**src/rtl/pic_fetch_pkg.sv**
```systemverilog
// Shared constants, types and opcode encodings for the PIC fetch stage.
package pic_fetch_pkg;

  localparam int unsigned ADDR_W = 11;
  localparam int unsigned INSN_W = 14;

  typedef logic [ADDR_W-1:0] pc_t;
  typedef logic [INSN_W-1:0] insn_t;

  localparam insn_t      NOP_INSN    = 14'h0000;
  localparam logic [2:0] OPC_GOTO    = 3'b101;
  localparam logic [2:0] OPC_CALL    = 3'b100;
  localparam insn_t      INSN_RETURN = 14'h0008;
  localparam logic [3:0] OPC_RETLW   = 4'b1101;

endpackage

```
**src/rtl/pic_fetch_unit_if.sv**
```systemverilog
// ROM bus and execute-stage handshake of the fetch unit.
// PIC_STACK_FLAGS_EN adds the sticky stack overflow/underflow flags.
interface pic_fetch_unit_if;

  pic_fetch_pkg::pc_t   rom_addr_out;
  pic_fetch_pkg::insn_t rom_data_in;
  logic                 stall_in;
  logic                 skip_in;
  pic_fetch_pkg::insn_t ir_out;
  pic_fetch_pkg::pc_t   ir_pc_out;
  logic                 ir_valid_out;
`ifdef PIC_STACK_FLAGS_EN
  logic                 stk_ovf_out;
  logic                 stk_unf_out;
`endif

  modport master (
    output rom_addr_out,
    input  rom_data_in,
    input  stall_in,
    input  skip_in,
    output ir_out,
    output ir_pc_out,
    output ir_valid_out
`ifdef PIC_STACK_FLAGS_EN
    ,
    output stk_ovf_out,
    output stk_unf_out
`endif
  );

  modport slave (
    input  rom_addr_out,
    output rom_data_in,
    output stall_in,
    output skip_in,
    input  ir_out,
    input  ir_pc_out,
    input  ir_valid_out
`ifdef PIC_STACK_FLAGS_EN
    ,
    input  stk_ovf_out,
    input  stk_unf_out
`endif
  );

endinterface

```
**src/rtl/pic_call_stack.sv**
```systemverilog
// Circular hardware call stack; overflow overwrites the oldest entry.
// PIC_STACK_FLAGS_EN adds an occupancy counter and sticky ovf/unf flags.
module pic_call_stack
  import pic_fetch_pkg::*;
#(
  parameter int unsigned STACK_DEPTH = 8
) (
  input  logic clk,
  input  logic rst,
  input  logic push,
  input  logic pop,
  input  pc_t  data_in,
  output pc_t  data_out
`ifdef PIC_STACK_FLAGS_EN
  ,
  output logic stk_ovf_out,
  output logic stk_unf_out
`endif
);

  localparam int unsigned PtrW = (STACK_DEPTH > 1) ? $clog2(STACK_DEPTH) : 1;

  logic [PtrW-1:0] sp_q;
  logic [PtrW-1:0] top_idx;
  pc_t             mem_q [STACK_DEPTH];

  assign top_idx  = sp_q - 1'b1;
  assign data_out = mem_q[top_idx];

  always_ff @(posedge clk) begin
    if (rst) begin
      sp_q <= '0;
    end else if (push) begin
      sp_q <= sp_q + 1'b1;
    end else if (pop) begin
      sp_q <= sp_q - 1'b1;
    end
  end

  // Contents are don't-care after reset, so the array carries no reset.
  always_ff @(posedge clk) begin
    if (push) begin
      mem_q[sp_q] <= data_in;
    end
  end

`ifdef PIC_STACK_FLAGS_EN
  localparam logic [PtrW:0] OccFull = (PtrW + 1)'(STACK_DEPTH);

  logic [PtrW:0] occ_q;
  logic          ovf_q;
  logic          unf_q;

  // Occupancy saturates at both ends; the flags record the first wrap.
  always_ff @(posedge clk) begin
    if (rst) begin
      occ_q <= '0;
      ovf_q <= 1'b0;
      unf_q <= 1'b0;
    end else if (push) begin
      if (occ_q == OccFull) begin
        ovf_q <= 1'b1;
      end else begin
        occ_q <= occ_q + 1'b1;
      end
    end else if (pop) begin
      if (occ_q == '0) begin
        unf_q <= 1'b1;
      end else begin
        occ_q <= occ_q - 1'b1;
      end
    end
  end

  assign stk_ovf_out = ovf_q;
  assign stk_unf_out = unf_q;
`endif

endmodule

```
**src/rtl/pic_fetch_unit.sv**
```systemverilog
// Instruction fetch stage: PC, IR, local GOTO/CALL/RETURN/RETLW resolution and skip.
// PIC_STACK_FLAGS_EN exposes the call-stack overflow/underflow flags.
module pic_fetch_unit
  import pic_fetch_pkg::*;
#(
  parameter int unsigned STACK_DEPTH = 8
) (
  input logic              clk,
  input logic              rst,
  pic_fetch_unit_if.master bus
);

  pc_t   pc_q;
  insn_t ir_q;
  pc_t   ir_pc_q;
  logic  ir_valid_q;

  logic is_goto, is_call, is_ret, is_retlw, is_cf;
  logic push, pop;
  pc_t  stack_top;
  pc_t  cf_target;

  // Decode only real instructions; a bubble never redirects the PC.
  assign is_goto  = ir_valid_q && (ir_q[13:11] == OPC_GOTO);
  assign is_call  = ir_valid_q && (ir_q[13:11] == OPC_CALL);
  assign is_ret   = ir_valid_q && (ir_q == INSN_RETURN);
  assign is_retlw = ir_valid_q && (ir_q[13:10] == OPC_RETLW);
  assign is_cf    = is_goto | is_call | is_ret | is_retlw;

  assign push = is_call && !bus.stall_in && !rst;
  assign pop  = (is_ret || is_retlw) && !bus.stall_in && !rst;

  always_comb begin
    cf_target = ir_q[ADDR_W-1:0];
    if (is_ret || is_retlw) begin
      cf_target = stack_top;
    end
  end

  always_ff @(posedge clk) begin
    if (rst) begin
      pc_q       <= '0;
      ir_q       <= NOP_INSN;
      ir_pc_q    <= '0;
      ir_valid_q <= 1'b0;
    end else if (!bus.stall_in) begin
      ir_pc_q <= pc_q;
      if (is_cf) begin
        // The word fetched alongside a taken branch is flushed.
        pc_q       <= cf_target;
        ir_q       <= NOP_INSN;
        ir_valid_q <= 1'b0;
      end else begin
        pc_q <= pc_q + 1'b1;
        if (bus.skip_in && ir_valid_q) begin
          ir_q       <= NOP_INSN;
          ir_valid_q <= 1'b0;
        end else begin
          ir_q       <= bus.rom_data_in;
          ir_valid_q <= 1'b1;
        end
      end
    end
  end

  pic_call_stack #(
    .STACK_DEPTH (STACK_DEPTH)
  ) u_call_stack (
    .clk         (clk),
    .rst         (rst),
    .push        (push),
    .pop         (pop),
    .data_in     (pc_q),
    .data_out    (stack_top)
`ifdef PIC_STACK_FLAGS_EN
    ,
    .stk_ovf_out (bus.stk_ovf_out),
    .stk_unf_out (bus.stk_unf_out)
`endif
  );

  assign bus.rom_addr_out = pc_q;
  assign bus.ir_out       = ir_q;
  assign bus.ir_pc_out    = ir_pc_q;
  assign bus.ir_valid_out = ir_valid_q;

endmodule
```
**src/flat_wrapper.sv**
```systemverilog
// flat-port wrapper written by rule: the top's interface ports become plain ports
module pic_fetch_unit_flat import pic_fetch_pkg::*;
#(
  parameter int unsigned STACK_DEPTH = 8
)
  (clk, rst, bus_rom_addr_out, bus_rom_data_in, bus_stall_in, bus_skip_in, bus_ir_out, bus_ir_pc_out, bus_ir_valid_out);
  pic_fetch_unit_if bus_i ();
  input logic clk;
  input logic rst;
  output wire logic [$bits(bus_i.rom_addr_out)-1:0] bus_rom_addr_out;
  input wire logic [$bits(bus_i.rom_data_in)-1:0] bus_rom_data_in;
  input wire logic [$bits(bus_i.stall_in)-1:0] bus_stall_in;
  input wire logic [$bits(bus_i.skip_in)-1:0] bus_skip_in;
  output wire logic [$bits(bus_i.ir_out)-1:0] bus_ir_out;
  output wire logic [$bits(bus_i.ir_pc_out)-1:0] bus_ir_pc_out;
  output wire logic [$bits(bus_i.ir_valid_out)-1:0] bus_ir_valid_out;
  assign bus_rom_addr_out = bus_i.rom_addr_out;
  assign bus_i.rom_data_in = bus_rom_data_in;
  assign bus_i.stall_in = bus_stall_in;
  assign bus_i.skip_in = bus_skip_in;
  assign bus_ir_out = bus_i.ir_out;
  assign bus_ir_pc_out = bus_i.ir_pc_out;
  assign bus_ir_valid_out = bus_i.ir_valid_out;
  pic_fetch_unit #(.STACK_DEPTH(STACK_DEPTH)) u_core (.clk(clk), .rst(rst), .bus(bus_i));
endmodule
```
**config.mk**
```make
export PLATFORM = sky130hd
export DESIGN_NAME = pic_fetch_unit_flat
export DESIGN_NICKNAME = d
export VERILOG_FILES = /design/src/rtl/pic_fetch_pkg.sv /design/src/rtl/pic_fetch_unit_if.sv /design/src/rtl/pic_call_stack.sv /design/src/rtl/pic_fetch_unit.sv /design/src/flat_wrapper.sv
export SDC_FILE = /design/constraint.sdc
export NUM_CORES = 1
export LEC_CHECK = 0
export CORE_ASPECT_RATIO = 1.25
export CORE_UTILIZATION = 25
export CTS_CLUSTER_DIAMETER = 100
export DETAILED_ROUTE_END_ITERATION = 16
export SLEW_MARGIN = 20
export SYNTH_ARGS = -nofsm -noshare
export SYNTH_HDL_FRONTEND = slang
export SYNTH_SLANG_ARGS = --single-unit
```
**constraint.sdc**
```tcl
create_clock -name clk -period 3.95 [get_ports clk]
set_clock_uncertainty 0.1 [all_clocks]
set_input_delay 0.79 -clock clk [delete_from_list [all_inputs] [get_ports clk]]
set_output_delay 0.79 -clock clk [all_outputs]
set_load 0.02 [all_outputs]
```
==> impl_summary.log <==
[metrics] crit end category: flip-flop
[metrics] worst stage delay on the critical path: 490 ps
[metrics] overall die height: 165 µm
[metrics] dominant cell by count in the synthesized netlist: edfxtp_1
[metrics] area grow syn2layout: 28.6%
[metrics] # DRC: 0
[metrics] most frequent cells after synthesis: edfxtp_1, dfxtp_1, nor2_1, mux4_2, nand2_1
[metrics] most area-consuming cells after synthesis: edfxtp_1, dfxtp_1, mux4_2
[metrics] maximum clock rate: 353 MHz
[metrics] total of cells resized after clock tree synthesis: 0
[metrics] clock root buffer: clkbuf_16
[metrics] length in cells of the worst reg-to-reg path: 7
[metrics] RSZ-0062 raised after global routing: no
[metrics] antenna-violating nets left: 0
[metrics] max-cap violations: 0
[metrics] clock-pin slew reported for the worst setup and hold paths after clock tree synthesis: 50 ps
[metrics] clock tree from TritonCTS: yes
[metrics] Arr. time, crit path: 2850 ps
[metrics] worst hold path startpoint: u_core.bus.ir_pc_out[1]
[metrics] switching power total: 694 µW
[metrics] part of the Yosys area used for sequential elements: 0.652
[metrics] net total in the final layout: 459
[metrics] # setup viols final: 0
[metrics] Hold WS: 410 ps
[metrics] YS warnings: 0
[metrics] Largest delay share family, worst path: simple AND/OR/NAND/NOR gates
[metrics] slowest cell on the critical path: or3_1
[metrics] clock network power share: 0.471
[metrics] startpoint kind of the worst setup timing path: primary input
[metrics] Cell Rows: 59
[metrics] via density per instance: 4.62
[metrics] areal power density over the cells: 475 nW/µm²
[metrics] total negative slack: 0 ps
[metrics] routed vias: 3350
[metrics] class of the tightest hold or removal check: reg2reg
[metrics] # port buffers: 54
[metrics] number of antenna repair diodes: 0
[metrics] worst slack after detailed placement: 694 ps
[metrics] fin. max-slew vios: 0
[metrics] number of global-route vias before repair: 3443
[metrics] Final Cycle Share: 0.716
[metrics] area enclosed by the die boundary: 21700 µm²
[metrics] classification of the worst setup path: in2reg
[metrics] final setup slack of the worst path: 1120 ps
[metrics] starting density of the core: 0.255
[metrics] synth unique cells: 42
[metrics] part of the power in combinational logic: 0.068
[metrics] Static Leak: 2.26 nW
[metrics] Remaining Overflow, GRT: 0
[metrics] Period minus WS final: 2830 ps
[metrics] asr flop ratio synth: 0
[metrics] first-pass iteration count of the detailed router: 4
[metrics] Max-slew headroom: 0.492
[metrics] Clock Path Buffers: 2
[metrics] number of buffers inserted during clock tree synthesis: 17
[metrics] cell internal power dissipation: 2.53 mW
[metrics] drt wl/cell: 18.0 µm
[metrics] IO Pins: 55
[metrics] Mapped Avg Cell Area: 14.3 µm²
[metrics] worst hold path endpoint: u_core.bus.ir_pc_out[1]
[metrics] synthesized netlist cell count: 369
[metrics] post-layout instance count excluding filler cells: 725
[metrics] Seq pwr share: 0.462
[metrics] Crit path buffers/inverters: 2
[metrics] library cell occupying the most area in the post-synthesis netlist: edfxtp_1
[metrics] number of failing hold endpoints at the final stage: 0
[metrics] Inst Count DP: 693
[metrics] largest net degree at the start of global routing: 50
[metrics] Top FF cell, synth: edfxtp_1
[metrics] wire length after detailed routing: 13.1 mm
[metrics] count of flip-flops with a built-in enable after synthesis: 88
[metrics] clock sink total: 128
[metrics] Overall Global Routing Usage: 0.128
[metrics] violation count after the first detailed-route iteration: 232
[metrics] post-synthesis register bit count: 128
[metrics] Worst IR Drop VDD: 0.000329 V
[metrics] cells along the critical path: clkdlybuf4s50_1 > or3b_1 > or3_1 > nor4_2 > buf_4
[metrics] initial antenna violation count: 0
[metrics] cts-stage hold buffer count: 0
[metrics] core box area: 20700 µm²
[metrics] clock latency at the later pin of the worst-skew pair: 410 ps
[metrics] Crit Reg-Reg Endpoint: u_core.bus.rom_addr_out[9]
[metrics] fraction of final layout cells sized beyond drive strength 1: 0.184
[metrics] start of the worst register-to-register path: u_core.u_call_stack.sp_q[1]
[metrics] Horiz. Die Dim: 132 µm
[metrics] status: finished clean
[metrics] maximum level of the CTS H-tree: 4
[metrics] share of the synthesized area in the top cell type: 0.500
[metrics] slew at the pin closest to its max-slew limit: 757 ps
[metrics] WHS Path Cells: 2
[metrics] post-synth net total: 390
[metrics] required time at the endpoint of the critical path: 3970 ps
[metrics] reg-to-reg slack, setup: 1230 ps
[metrics] crit-path max FO: 7
[metrics] wire length of the first global-routing pass: 20.4 mm
[metrics] post-CTS setup buffer count: 0
[metrics] post-synthesis instance area: 5280 µm²
[metrics] switching part of the total power: 0.215
[metrics] placer's final routability congestion estimate: 0.806
[metrics] detailed placer's ending HPWL: 9.08 mm
## cell families after synthesis
logic type	synth area share
flops	0.652
simple gates	0.0969
compound gates	0.0642
mux	0.138
buf+inv	0.0258
xor+xnor	0.0166
fa+ha+maj	0.00711
## power groups by stage
stage / clock network [mW] / registers, mW / logic, mW
6_report: 1.52 / 1.49 / 0.219
5_1_grt: 1.60 / 1.49 / 0.236
4_1_cts: 1.54 / 1.49 / 0.221
2_1_floorplan: 0 / 1.54 / 0.0807
3_5_place_dp: 0 / 1.52 / 0.220
3_3_place_gp: 0 / 1.52 / 0.217
## stage by stage
stage	area [µm²]	util	power (mW)
after CTS	6790	0.327	3.25
final	6790	0.327	3.23
after global placement	6220	0.300	1.73
after floorplan	5280	-	1.62
after detailed placement	6220	0.300	1.74
after global routing	6790	0.327	3.33
## layout by cell type, fill, tap and decap left out, types with 3 or more instances in the layout
cell and instances:
dfxtp_1 39, nand4_1 4, mux4_2 22, edfxtp_1 88
nand2_1 19, clkbuf_16 17, clkinv_1 4, mux2i_1 13
clkinvlp_4 3, a221oi_1 6, and3_1 3, clkinv_2 4
ha_1 3, a22oi_1 14, nor2_1 33, nor2b_1 7
clkdlybuf4s50_1 53, a311oi_1 6, mux2_2 9, nor3_1 7
xnor2_1 9, buf_4 21, inv_1 7, nand3_1 15
a21oi_1 12, bufinv_16 3
## per-layer routing
metal  routed length (µm)  vias to the layer above  part of all wire  GRT usage
li1                     -                     1559                 -          -
met1                 5490                     1657              0.42      0.149
met2                 6780                      120              0.52      0.227
met3                  590                       14             0.045     0.0319
met4                  223                        0             0.017     0.0507
met5                    0                        -                 0          0
## registers in the layout (all words and copies together), names as in the netlist
name and count:
u_core.u_call_stack.mem_q 88, u_core.u_call_stack.sp_q 3, u_core.bus.rom_addr_out 11, u_core.bus.ir_pc_out 11, u_core.bus.ir_valid_out 1, u_core.bus.ir_out 14
## tightest hold or removal path, stage by stage, from the launching register on
cell	delay [ps]
dfxtp_1	330
mux2i_1	70
nor2_1	80
## how the worst max path moves through the flow
stage | start | end | slack, ps | cells past startpoint
detailed placement | rst | u_core.u_call_stack.mem_q[0][10] | 690 | 5
floorplan | bus_stall_in | u_core.u_call_stack.mem_q[0][0] | 550 | 5
global route | rst | u_core.u_call_stack.mem_q[0][4] | 1040 | 5
CTS | rst | u_core.u_call_stack.mem_q[0][4] | 1110 | 5
global placement | rst | u_core.u_call_stack.mem_q[0][2] | 750 | 5
finish | rst | u_core.u_call_stack.mem_q[0][3] | 1120 | 5
## area by class of cell
type / instances / area, µm²
clock inverters: 14 / 148
multi-input cells: 209 / 1710
inverters: 7 / 26.3
well taps: 274 / 343
repair buffers: 75 / 693
flip-flops and latches: 128 / 3440
fillers: 2011 / 14000
clock buffers: 18 / 429
Note: power is estimated with default switching activity, not from simulation.
